<file path="src/rtl/serial_frame_receiver_pkg.sv">
// Shared constants and state encoding for the serial frame receiver.
// The default frame format is a 4-bit sync followed by two 4-bit words, each with an even-parity bit.
package serial_frame_receiver_pkg;

  localparam int              DEF_WIDTH       = 4;
  localparam int              DEF_SYNC_W      = 4;
  localparam logic [3:0]      DEF_SYNC        = 4'b1011;
  localparam int              DEF_FRAME_WORDS = 2;
  localparam logic            DIR_MSB_FIRST   = 1'b1;

  typedef enum logic [1:0] {
    ST_HUNT = 2'd0,
    ST_DATA = 2'd1,
    ST_PAR  = 2'd2
  } state_t;

endpackage

</file>
<file path="src/rtl/serial_frame_receiver_if.sv">
// Bit-stream input and buffered-word output of the serial frame receiver.
// Signal suffixes are named from the receiver's side.
interface serial_frame_receiver_if
  import serial_frame_receiver_pkg::*;
#(
  parameter int WIDTH = DEF_WIDTH
);

  logic             enb_i;
  logic             dir_i;
  logic             sIn_i;
  logic             rd_i;
  logic [WIDTH-1:0] qOut_o;
  logic             parErr_o;
  logic             valid_o;
  logic             lock_o;
  logic             ovf_o;
  logic [1:0]       count_o;

  modport master (
    output enb_i, dir_i, sIn_i, rd_i,
    input  qOut_o, parErr_o, valid_o, lock_o, ovf_o, count_o
  );

  modport slave (
    input  enb_i, dir_i, sIn_i, rd_i,
    output qOut_o, parErr_o, valid_o, lock_o, ovf_o, count_o
  );

endinterface

</file>
<file path="src/rtl/serial_frame_receiver_fifo2.sv">
// Two-entry FIFO. The head entry always sits in e0_q, so the output is a plain register that reads 0 when empty.
module serial_frame_receiver_fifo2 #(
  parameter int DW = 5
) (
  input  logic          clk,
  input  logic          rst,
  input  logic          push_i,
  input  logic [DW-1:0] pushData_i,
  input  logic          pop_i,
  output logic [DW-1:0] head_o,
  output logic [1:0]    count_o,
  output logic          ovf_o
);

  logic [DW-1:0] e0_q;
  logic [DW-1:0] e1_q;
  logic [1:0]    count_q;
  logic          ovf_q;
  logic          doPop;
  logic          doPush;

  // A push into a full buffer still lands if the head leaves on the same edge.
  assign doPop  = pop_i && (count_q != 2'd0);
  assign doPush = push_i && ((count_q != 2'd2) || doPop);

  always_ff @(posedge clk or posedge rst) begin
    if (rst) begin
      e0_q    <= '0;
      e1_q    <= '0;
      count_q <= 2'd0;
      ovf_q   <= 1'b0;
    end else begin
      if (push_i && !doPush) begin
        ovf_q <= 1'b1;
      end
      case (count_q)
        2'd0: begin
          if (doPush) begin
            e0_q    <= pushData_i;
            count_q <= 2'd1;
          end
        end
        2'd1: begin
          if (doPop && doPush) begin
            e0_q <= pushData_i;
          end else if (doPop) begin
            e0_q    <= '0;
            count_q <= 2'd0;
          end else if (doPush) begin
            e1_q    <= pushData_i;
            count_q <= 2'd2;
          end
        end
        default: begin
          if (doPop) begin
            e0_q <= e1_q;
            if (doPush) begin
              e1_q <= pushData_i;
            end else begin
              e1_q    <= '0;
              count_q <= 2'd1;
            end
          end
        end
      endcase
    end
  end

  assign head_o  = e0_q;
  assign count_o = count_q;
  assign ovf_o   = ovf_q;

endmodule

</file>
<file path="src/rtl/serial_frame_receiver.sv">
// Hunts a serial stream for the sync pattern, then assembles parity-checked words into a two-entry buffer.
module serial_frame_receiver
  import serial_frame_receiver_pkg::*;
#(
  parameter int               WIDTH       = DEF_WIDTH,
  parameter int               SYNC_W      = DEF_SYNC_W,
  parameter logic [SYNC_W-1:0] SYNC       = DEF_SYNC,
  parameter int               FRAME_WORDS = DEF_FRAME_WORDS
) (
  input  logic                    clk,
  input  logic                    rst,
  serial_frame_receiver_if.slave  bus
);

  localparam int BW = (WIDTH > 1) ? $clog2(WIDTH) : 1;
  localparam int DW = WIDTH + 1;

  state_t            state_q;
  logic [SYNC_W-1:0] win_q;
  logic [SYNC_W-1:0] win_d;
  logic [WIDTH-1:0]  sh_q;
  logic [WIDTH-1:0]  sh_d;
  logic [BW-1:0]     bitCnt_q;
  logic [7:0]        wordCnt_q;
  logic              dir_q;
  logic              lock_q;
  logic              perr;
  logic              push;
  logic              frameDone;
  logic [DW-1:0]     head;

  always_comb begin
    win_d     = {win_q[SYNC_W-2:0], bus.sIn_i};
    sh_d      = (dir_q == DIR_MSB_FIRST) ? {sh_q[WIDTH-2:0], bus.sIn_i}
                                         : {bus.sIn_i, sh_q[WIDTH-1:1]};
    perr      = ^{sh_q, bus.sIn_i};
    push      = bus.enb_i && (state_q == ST_PAR);
    frameDone = perr || ((wordCnt_q + 8'd1) == 8'(FRAME_WORDS));
  end

  // Returning to HUNT clears the window so leftover data bits cannot complete a false sync.
  always_ff @(posedge clk or posedge rst) begin
    if (rst) begin
      state_q   <= ST_HUNT;
      win_q     <= '0;
      sh_q      <= '0;
      bitCnt_q  <= '0;
      wordCnt_q <= 8'd0;
      dir_q     <= 1'b0;
      lock_q    <= 1'b0;
    end else if (bus.enb_i) begin
      case (state_q)
        ST_HUNT: begin
          win_q <= win_d;
          if (win_d == SYNC) begin
            state_q   <= ST_DATA;
            lock_q    <= 1'b1;
            bitCnt_q  <= '0;
            wordCnt_q <= 8'd0;
            dir_q     <= bus.dir_i;
          end
        end
        ST_DATA: begin
          sh_q <= sh_d;
          if (bitCnt_q == BW'(WIDTH - 1)) begin
            state_q  <= ST_PAR;
            bitCnt_q <= '0;
          end else begin
            bitCnt_q <= bitCnt_q + 1'b1;
          end
        end
        ST_PAR: begin
          wordCnt_q <= wordCnt_q + 8'd1;
          if (frameDone) begin
            state_q <= ST_HUNT;
            lock_q  <= 1'b0;
            win_q   <= '0;
          end else begin
            state_q <= ST_DATA;
          end
        end
        default: begin
          state_q <= ST_HUNT;
          lock_q  <= 1'b0;
          win_q   <= '0;
        end
      endcase
    end
  end

  serial_frame_receiver_fifo2 #(
    .DW(DW)
  ) u_fifo (
    .clk        (clk),
    .rst        (rst),
    .push_i     (push),
    .pushData_i ({sh_q, perr}),
    .pop_i      (bus.rd_i),
    .head_o     (head),
    .count_o    (bus.count_o),
    .ovf_o      (bus.ovf_o)
  );

  assign bus.qOut_o   = head[DW-1:1];
  assign bus.parErr_o = head[0];
  assign bus.valid_o  = (bus.count_o != 2'd0);
  assign bus.lock_o   = lock_q;

endmodule
</file>
<file path="src/flat_wrapper.sv">
// flat-port wrapper written by rule: the top's interface ports become plain ports
module serial_frame_receiver_flat import serial_frame_receiver_pkg::*;
#(
  parameter int               WIDTH       = DEF_WIDTH,
  parameter int               SYNC_W      = DEF_SYNC_W,
  parameter logic [SYNC_W-1:0] SYNC       = DEF_SYNC,
  parameter int               FRAME_WORDS = DEF_FRAME_WORDS
)
  (clk, rst, bus_enb_i, bus_dir_i, bus_sIn_i, bus_rd_i, bus_qOut_o, bus_parErr_o, bus_valid_o, bus_lock_o, bus_ovf_o, bus_count_o);
  serial_frame_receiver_if #(.WIDTH(WIDTH)) bus_i ();
  input  logic clk;
  input  logic rst;
  input wire logic [$bits(bus_i.enb_i)-1:0] bus_enb_i;
  input wire logic [$bits(bus_i.dir_i)-1:0] bus_dir_i;
  input wire logic [$bits(bus_i.sIn_i)-1:0] bus_sIn_i;
  input wire logic [$bits(bus_i.rd_i)-1:0] bus_rd_i;
  output wire logic [$bits(bus_i.qOut_o)-1:0] bus_qOut_o;
  output wire logic [$bits(bus_i.parErr_o)-1:0] bus_parErr_o;
  output wire logic [$bits(bus_i.valid_o)-1:0] bus_valid_o;
  output wire logic [$bits(bus_i.lock_o)-1:0] bus_lock_o;
  output wire logic [$bits(bus_i.ovf_o)-1:0] bus_ovf_o;
  output wire logic [$bits(bus_i.count_o)-1:0] bus_count_o;
  assign bus_i.enb_i = bus_enb_i;
  assign bus_i.dir_i = bus_dir_i;
  assign bus_i.sIn_i = bus_sIn_i;
  assign bus_i.rd_i = bus_rd_i;
  assign bus_qOut_o = bus_i.qOut_o;
  assign bus_parErr_o = bus_i.parErr_o;
  assign bus_valid_o = bus_i.valid_o;
  assign bus_lock_o = bus_i.lock_o;
  assign bus_ovf_o = bus_i.ovf_o;
  assign bus_count_o = bus_i.count_o;
  serial_frame_receiver #(.WIDTH(WIDTH), .SYNC_W(SYNC_W), .SYNC(SYNC), .FRAME_WORDS(FRAME_WORDS)) u_core (.clk(clk), .rst(rst), .bus(bus_i));
endmodule
</file>
<file path="config.mk">
export PLATFORM = sky130hd
export DESIGN_NAME = serial_frame_receiver_flat
export DESIGN_NICKNAME = d
export VERILOG_FILES = /design/src/rtl/serial_frame_receiver_pkg.sv /design/src/rtl/serial_frame_receiver_if.sv /design/src/rtl/serial_frame_receiver_fifo2.sv /design/src/rtl/serial_frame_receiver.sv /design/src/flat_wrapper.sv
export SDC_FILE = /design/constraint.sdc
export NUM_CORES = 1
export LEC_CHECK = 0
export CORE_MARGIN = 2
export CORE_UTILIZATION = 50
export DETAILED_ROUTE_END_ITERATION = 8
export PLACE_DENSITY = 0.76
export SYNTH_ARGS = -nofsm -noshare
export SYNTH_HDL_FRONTEND = slang
export SYNTH_SLANG_ARGS = --single-unit
</file>
<file path="constraint.sdc">
create_clock -name clk -period 2.3 [get_ports clk]
set_input_delay 0.46 -clock clk [delete_from_list [all_inputs] [get_ports clk]]
set_output_delay 0.46 -clock clk [all_outputs]
set_load 0.02 [all_outputs]
</file>
==> results.py, run 1 <==
metrics = {
    "synthesis": {
        "synthesis.nets": 202,
        "yosys.area.top_type_share_pct": 45.9,
        "syn_area_um2": 1850,
        "synth_top_area_cell": "dfrtp_1",
        "synthArstFlopShare_pct": 100,
        "synth_cells": 193,
        "ys_seq_elements": 34,
        "ys_seq_area_share_pct": 45.9,
        "synth_edf_count": 0,
        "synth_ff_type": "dfrtp_1",
        "netlist_top_cells_area": "dfrtp_1 (46%), nand2_1 (6.5%), o21ai_0 (5.7%)",
        "avgSynthCellArea_um2": 9.61,
        "yosysWarnings": 0,
        "ys_types": 48,
    },
    "clocking": {
        "clk_pin_slew_worst_paths_ns": 0.07,
        "cts_hold_buffers": 0,
        "numCtsBuffers": 5,
        "clk_path_buf_depth": 2,
        "root_buffer": "clkbuf_8",
        "htreeDepth": 2,
        "postCtsSetupRepairBufs": 0,
        "cts.sinks": 34,
        "insertion_delay_ns": 0.29,
        "cts_tree": "done",
        "cts_resized": 0,
    },
    "timing": {
        "finClkSkew_ns": 0.00844,
        "rsz0062_at_grt": "no",
        "tns_ns": 0,
        "fin_crit_ns": 2.14,
        "slew_headroom_pct": 70.3,
        "hold_viol_final": 0,
        "drv_slew": 0,
        "setup_viol": 0,
        "worstMarginPinSlew_ns": 0.437,
        "fmax_mhz": 467,
        "fin_crit_sh_pct": 93.1,
    },
    "placed_design": {
        "gp_congestion": 0.830,
        "dp.final_hpwl_mm": 2.67,
        "place_area_um2": 2090,
        "port_buffers": 15,
    },
    "floorplan": {
        "die_h_um": 64.9,
        "ios": 16,
        "start_util_pct": 51.4,
        "die_x_um": 64.9,
        "row_count": 22,
        "core_um2": 3610,
        "dieArea_um2": 4210,
    },
    "pwr": {
        "pwr-share-clk_pct": 27.9,
        "intPower_mw": 1.58,
        "pwr-share-seq_pct": 40.2,
        "leakage_nw": 0.980,
        "combPwrFrac_pct": 31.9,
        "switching_share_pct": 33.9,
        "switching_power_mw": 0.811,
        "ir_drop_v": 0.000498,
        "power.density_nw_per_um2": 1070,
    },
    "setup_path": {
        "required_ns": 1.84,
        "arrival_ns": 1.68,
        "cp-start-kind": "register",
        "path_class": "reg -> out",
        "critPathMaxFanout": 8,
        "end_kind": "primary output",
    },
    "min_path": {
        "hold_class": "reg -> reg",
    },
    "global_routing": {
        "grt_max_degree": 35,
        "grt_pass1_wl_mm": 6.59,
        "grt_pass1_vias": 1487,
        "antenna_found_initial": 0,
        "grt_usage_pct": 20.5,
        "globalRouteOverflowTotal": 0,
    },
    "drt": {
        "vias": 1537,
        "avgRoutedWirePerCell_um": 14.9,
        "drc": 0,
        "dr.first_iter.drc_count": 99,
        "dr.pass1.iters": 4,
        "antenna_left": 0,
        "routed_via_density": 5.84,
        "wirelength_mm": 3.91,
    },
    "layout": {
        "diodes": 0,
        "nets": 223,
        "area_growth_pct": 19.9,
        "fin_area_um2": 2220,
        "drive_gt1_share_pct": 12.1,
        "n_fill_cell": 291,
    },
    "run_status": {
        "status": "finished clean",
    },
    "flow_run": {
        "maxCapViolCount": 0,
    },
}
area by class of cell:
class / instances / area, um^2 / share of cell area, %
Clock buffer: 5 / 68.8 / 3.10
Clock inverter: 3 / 68.8 / 3.10
Multi-Input combinational cell: 147 / 957 / 43.1
Timing Repair Buffer: 22 / 203 / 9.12
Sequential cell: 34 / 851 / 38.3
Tap cell: 48 / 60.1 / 2.70
Inverter: 4 / 15.0 / 0.675
cells in the mapped netlist (2+ instances only):
cell	n
a211o_1	2
a21oi_1	8
a22o_1	3
a22oi_1	6
a31o_1	3
a31oi_1	2
and3_1	2
clkbuf_1	6
dfrtp_1	34
ha_1	3
inv_1	4
mux2i_1	5
nand2_1	32
nand2b_1	4
nand4_1	2
nor2_1	12
nor2b_1	2
nor4_1	2
o21a_1	3
o21ai_0	21
o21ai_1	5
o2bb2ai_1	3
xnor2_1	2
xnor2_2	2
xor2_1	2
stage by stage:
step	util [%]	power (mW)	setup WS (ns)	hold WS, ns	instances
after CTS	61.7	2.41	0.147	0.484	263
after floorplan	-	1.49	0.473	0.462	193
final	61.7	2.39	0.160	0.480	263
after global placement	57.8	1.69	0.173	0.451	255
after detailed placement	57.8	1.73	0.0697	0.464	255
after global routing	61.7	2.54	0.0975	0.518	263
metal layers:
layer  GRT usage, %  vias to the layer above  share of wire (%)
li1               -                      739                  -
met2           36.2                       37                 52
met4           7.98                        0                1.0
met3           6.08                        6                4.1
met5              0                        -                  0
met1           23.2                      755                 42
placed cells by master (no fill, tap or decap), types with 4 or more instances in the layout:
cell	instances
dfrtp_1	34
nand2_1	32
o21ai_0	21
clkdlybuf4s50_1	15
nor2_1	12
a21oi_1	8
buf_4	7
a22oi_1	6
mux2i_1	5
o21ai_1	5
clkbuf_8	5
inv_1	4
nand2b_1	4
registers in the layout (all words and copies together) (netlist names):
register,cells
u_core.u_fifo.e1_q,5
u_core.dir_q,1
u_core.bus.lock_o,1
u_core.u_fifo.head_o,5
u_core.u_fifo.count_o,2
u_core.u_fifo.ovf_o,1
u_core.wordCnt_q,8
u_core.state_q,2
u_core.sh_q,4
u_core.win_q,3
u_core.bitCnt_q,2
power groups by stage:
stage / combinational [mW] / clock (mW) / sequential, mW
after floorplan: 0.553 / 0 / 0.935
after global placement: 0.733 / 0 / 0.957
after detailed placement: 0.759 / 0 / 0.970
after CTS: 0.770 / 0.682 / 0.961
after global routing: 0.839 / 0.714 / 0.989
final: 0.762 / 0.666 / 0.961
cell families after synthesis:
family          count (synthesis)  synth area share, %
simple gates                   64                 16.6
xor+xnor                        7                 4.86
flops                          34                 45.9
compound gates                 66                 24.1
buf+inv                        12                 2.50
fa+ha+maj                       3                 2.02
mux                             7                 4.05
worst max-delay path, cell delays in order, from the launching register on:
cell	delay [ns]
dfrtp_1	0.46
or2_2	0.37
clkdlybuf4s50_1	0.56
worst paths after layout:
| check | startpoint | endpoint | slack, ns | depth (start not counted) |
|---|---|---|---|---|
| worst max-delay path | u_core.u_fifo.count_o[0] | bus_valid_o | 0.16 | 2 |
| worst min-delay path | u_core.u_fifo.ovf_o | u_core.u_fifo.ovf_o | 0.48 | 1 |
| worst max register to register | u_core.wordCnt_q[0] | u_core.win_q[0] | 0.32 | 6 |
| worst min register to register | u_core.u_fifo.ovf_o | u_core.u_fifo.ovf_o | 0.48 | 1 |
| max in group asynchronous | rst | u_core.wordCnt_q[1] | 1.43 | 3 |
| min in group asynchronous | rst | u_core.bitCnt_q[0] | 0.56 | 3 |
Power figures use the tool's default switching activity.
==> inputs of run 2 (changes only) <==
- DONT_BUFFER_PORTS: not set -> 1
- PLACE_DENSITY: 0.76 -> 0.7
==> results.py, run 2 (synthesis results as in run 1) <==
metrics = {
    "setup_path": {
        "arrival_ns": 2.13,
        "cp-start-kind": "register",
        "required_ns": 2.47,
        "path_cells": "ha_1, xor2_1, or4_4, o31ai_4, a31oi_2, a31o_1",
        "path_buf_inv": 0,
        "cpPeakStageDelay_ns": 0.45,
        "path_class": "reg -> reg",
        "path_delay_family": "compound AO/OA/AOI/OAI gates",
        "crit_slowest_cell": "dfrtp_1",
        "end_kind": "register",
        "critPathMaxFanout": 7,
    },
    "global_routing": {
        "met1_usage_pct": 23.6,
        "grt_pass1_wl_mm": 6.35,
        "grt_pass1_vias": 1403,
        "grt_usage_pct": 19.9,
        "grt-busiest-layer": "met2",
        "antenna_found_initial": 0,
        "met3_usage_pct": 6.60,
        "globalRouteOverflowTotal": 0,
        "grt_max_degree": 21,
        "use_met2_pct": 32.5,
    },
    "drt": {
        "antenna_left": 0,
        "routed_via_density": 5.76,
        "wirelength_mm": 3.57,
        "dr.first_iter.drc_count": 78,
        "dr.pass1.iters": 5,
        "vias": 1412,
        "avgRoutedWirePerCell_um": 14.6,
        "drc": 0,
    },
    "timing": {
        "fmax_mhz": 510,
        "slew_headroom_pct": 58.2,
        "fin_crit_ns": 1.96,
        "hold_viol_final": 0,
        "rsz0062_at_grt": "no",
        "worstMarginPinSlew_ns": 0.626,
        "finClkSkew_ns": 0.00645,
        "fin_crit_sh_pct": 85.3,
        "tns_ns": 0,
        "drv_slew": 0,
        "setup_viol": 0,
    },
    "clocking": {
        "root_buffer": "clkbuf_8",
        "postCtsSetupRepairBufs": 0,
        "insertion_delay_ns": 0.28,
        "cts_tree": "done",
        "cts.sinks": 34,
        "clk_path_buf_depth": 2,
        "numCtsBuffers": 5,
        "htreeDepth": 2,
        "cts_hold_buffers": 0,
        "clk_pin_slew_worst_paths_ns": 0.07,
        "cts_resized": 0,
    },
    "pwr": {
        "power.density_nw_per_um2": 1020,
        "leakage_nw": 0.898,
        "ir_drop_v": 0.000374,
    },
    "layout": {
        "fin_cells": 245,
        "drive_gt1_share_pct": 11.2,
        "area_growth_pct": 8.77,
        "mostFrequentLayoutCell": "dfrtp_1",
        "nets": 205,
        "layout_common_cells": "dfrtp_1 (34), nand2_1 (32), o21ai_0 (21), nor2_1 (12), a21oi_1 (8)",
        "largest_reg_flops": 8,
        "diodes": 0,
        "top_register": "u_core.wordCnt_q",
    },
    "floorplan": {
        "ios": 16,
        "row_count": 22,
        "die_h_um": 64.9,
        "start_util_pct": 51.4,
        "die_x_um": 64.9,
        "dieArea_um2": 4210,
        "core_um2": 3610,
    },
    "placed_design": {
        "gp_congestion": 0.815,
        "port_buffers": 0,
        "dp.final_hpwl_mm": 2.56,
        "placedCellCount": 237,
    },
    "min_path": {
        "hold_class": "in -> async",
    },
    "run_status": {
        "status": "finished clean",
    },
    "flow_run": {
        "maxCapViolCount": 0,
    },
}
==> run 2: cell types whose count changed in the layout (fill, tap and decap cells not counted), sizes merged <==
cell           before  now
clkbuf              5    7
bufinv              2    0
buf                 7    4
clkdlybuf4s50      15    0
==> run 2: worst paths after layout <==
check | start | endpoint | slack (ns) | cells after the start
max in group asynchronous | rst | u_core.u_fifo.head_o[1] | 1.63 | 2
hold reg to reg | u_core.bitCnt_q[0] | u_core.bitCnt_q[0] | 0.50 | 1
min in group clk | bus_enb_i | u_core.state_q[1] | 0.27 | 1
setup / recovery | u_core.wordCnt_q[0] | u_core.win_q[2] | 0.34 | 6
setup reg to reg | u_core.wordCnt_q[0] | u_core.win_q[2] | 0.34 | 6
hold / removal | rst | u_core.wordCnt_q[3] | 0.14 | 1
==> run 2: per-layer routing <==
layer,share of wire (%),vias up
met5,0,-
met4,0.95,0
met3,5.1,4
met2,50,32
met1,44,668
li1,-,708
==> run 2: cell type report <==
class	count	area, um^2
tap	48	60.1
inverter	4	15.0
sequential	34	851
clock buffer	7	86.3
multi-input combinational	147	957
clock inverter	1	5.00
timing repair buffer	4	42.5
fill	324	1590
==> run 2: through the flow <==
| step | setup WS, ns | hold WS [ns] | util [%] | cell area, um^2 | total power [mW] |
|---|---|---|---|---|---|
| after floorplan | 0.473 | 0.462 | - | 1850 | 1.49 |
| after global placement | 0.409 | 0.455 | 53.4 | 1930 | 1.60 |
| after detailed placement | 0.361 | 0.466 | 53.4 | 1930 | 1.63 |
| after CTS | 0.339 | 0.158 | 55.9 | 2020 | 2.09 |
| after global routing | 0.220 | 0.187 | 55.9 | 2020 | 2.22 |
| final | 0.339 | 0.137 | 55.9 | 2020 | 2.06 |
==> run 2: power breakdown <==
part / switching (mW) / leakage [nW] / internal [mW] / total (mW)
registers: 0.240 / 0.447 / 0.752 / 0.991
clock network: 0.211 / 0.0482 / 0.241 / 0.452
logic: 0.297 / 0.402 / 0.318 / 0.614
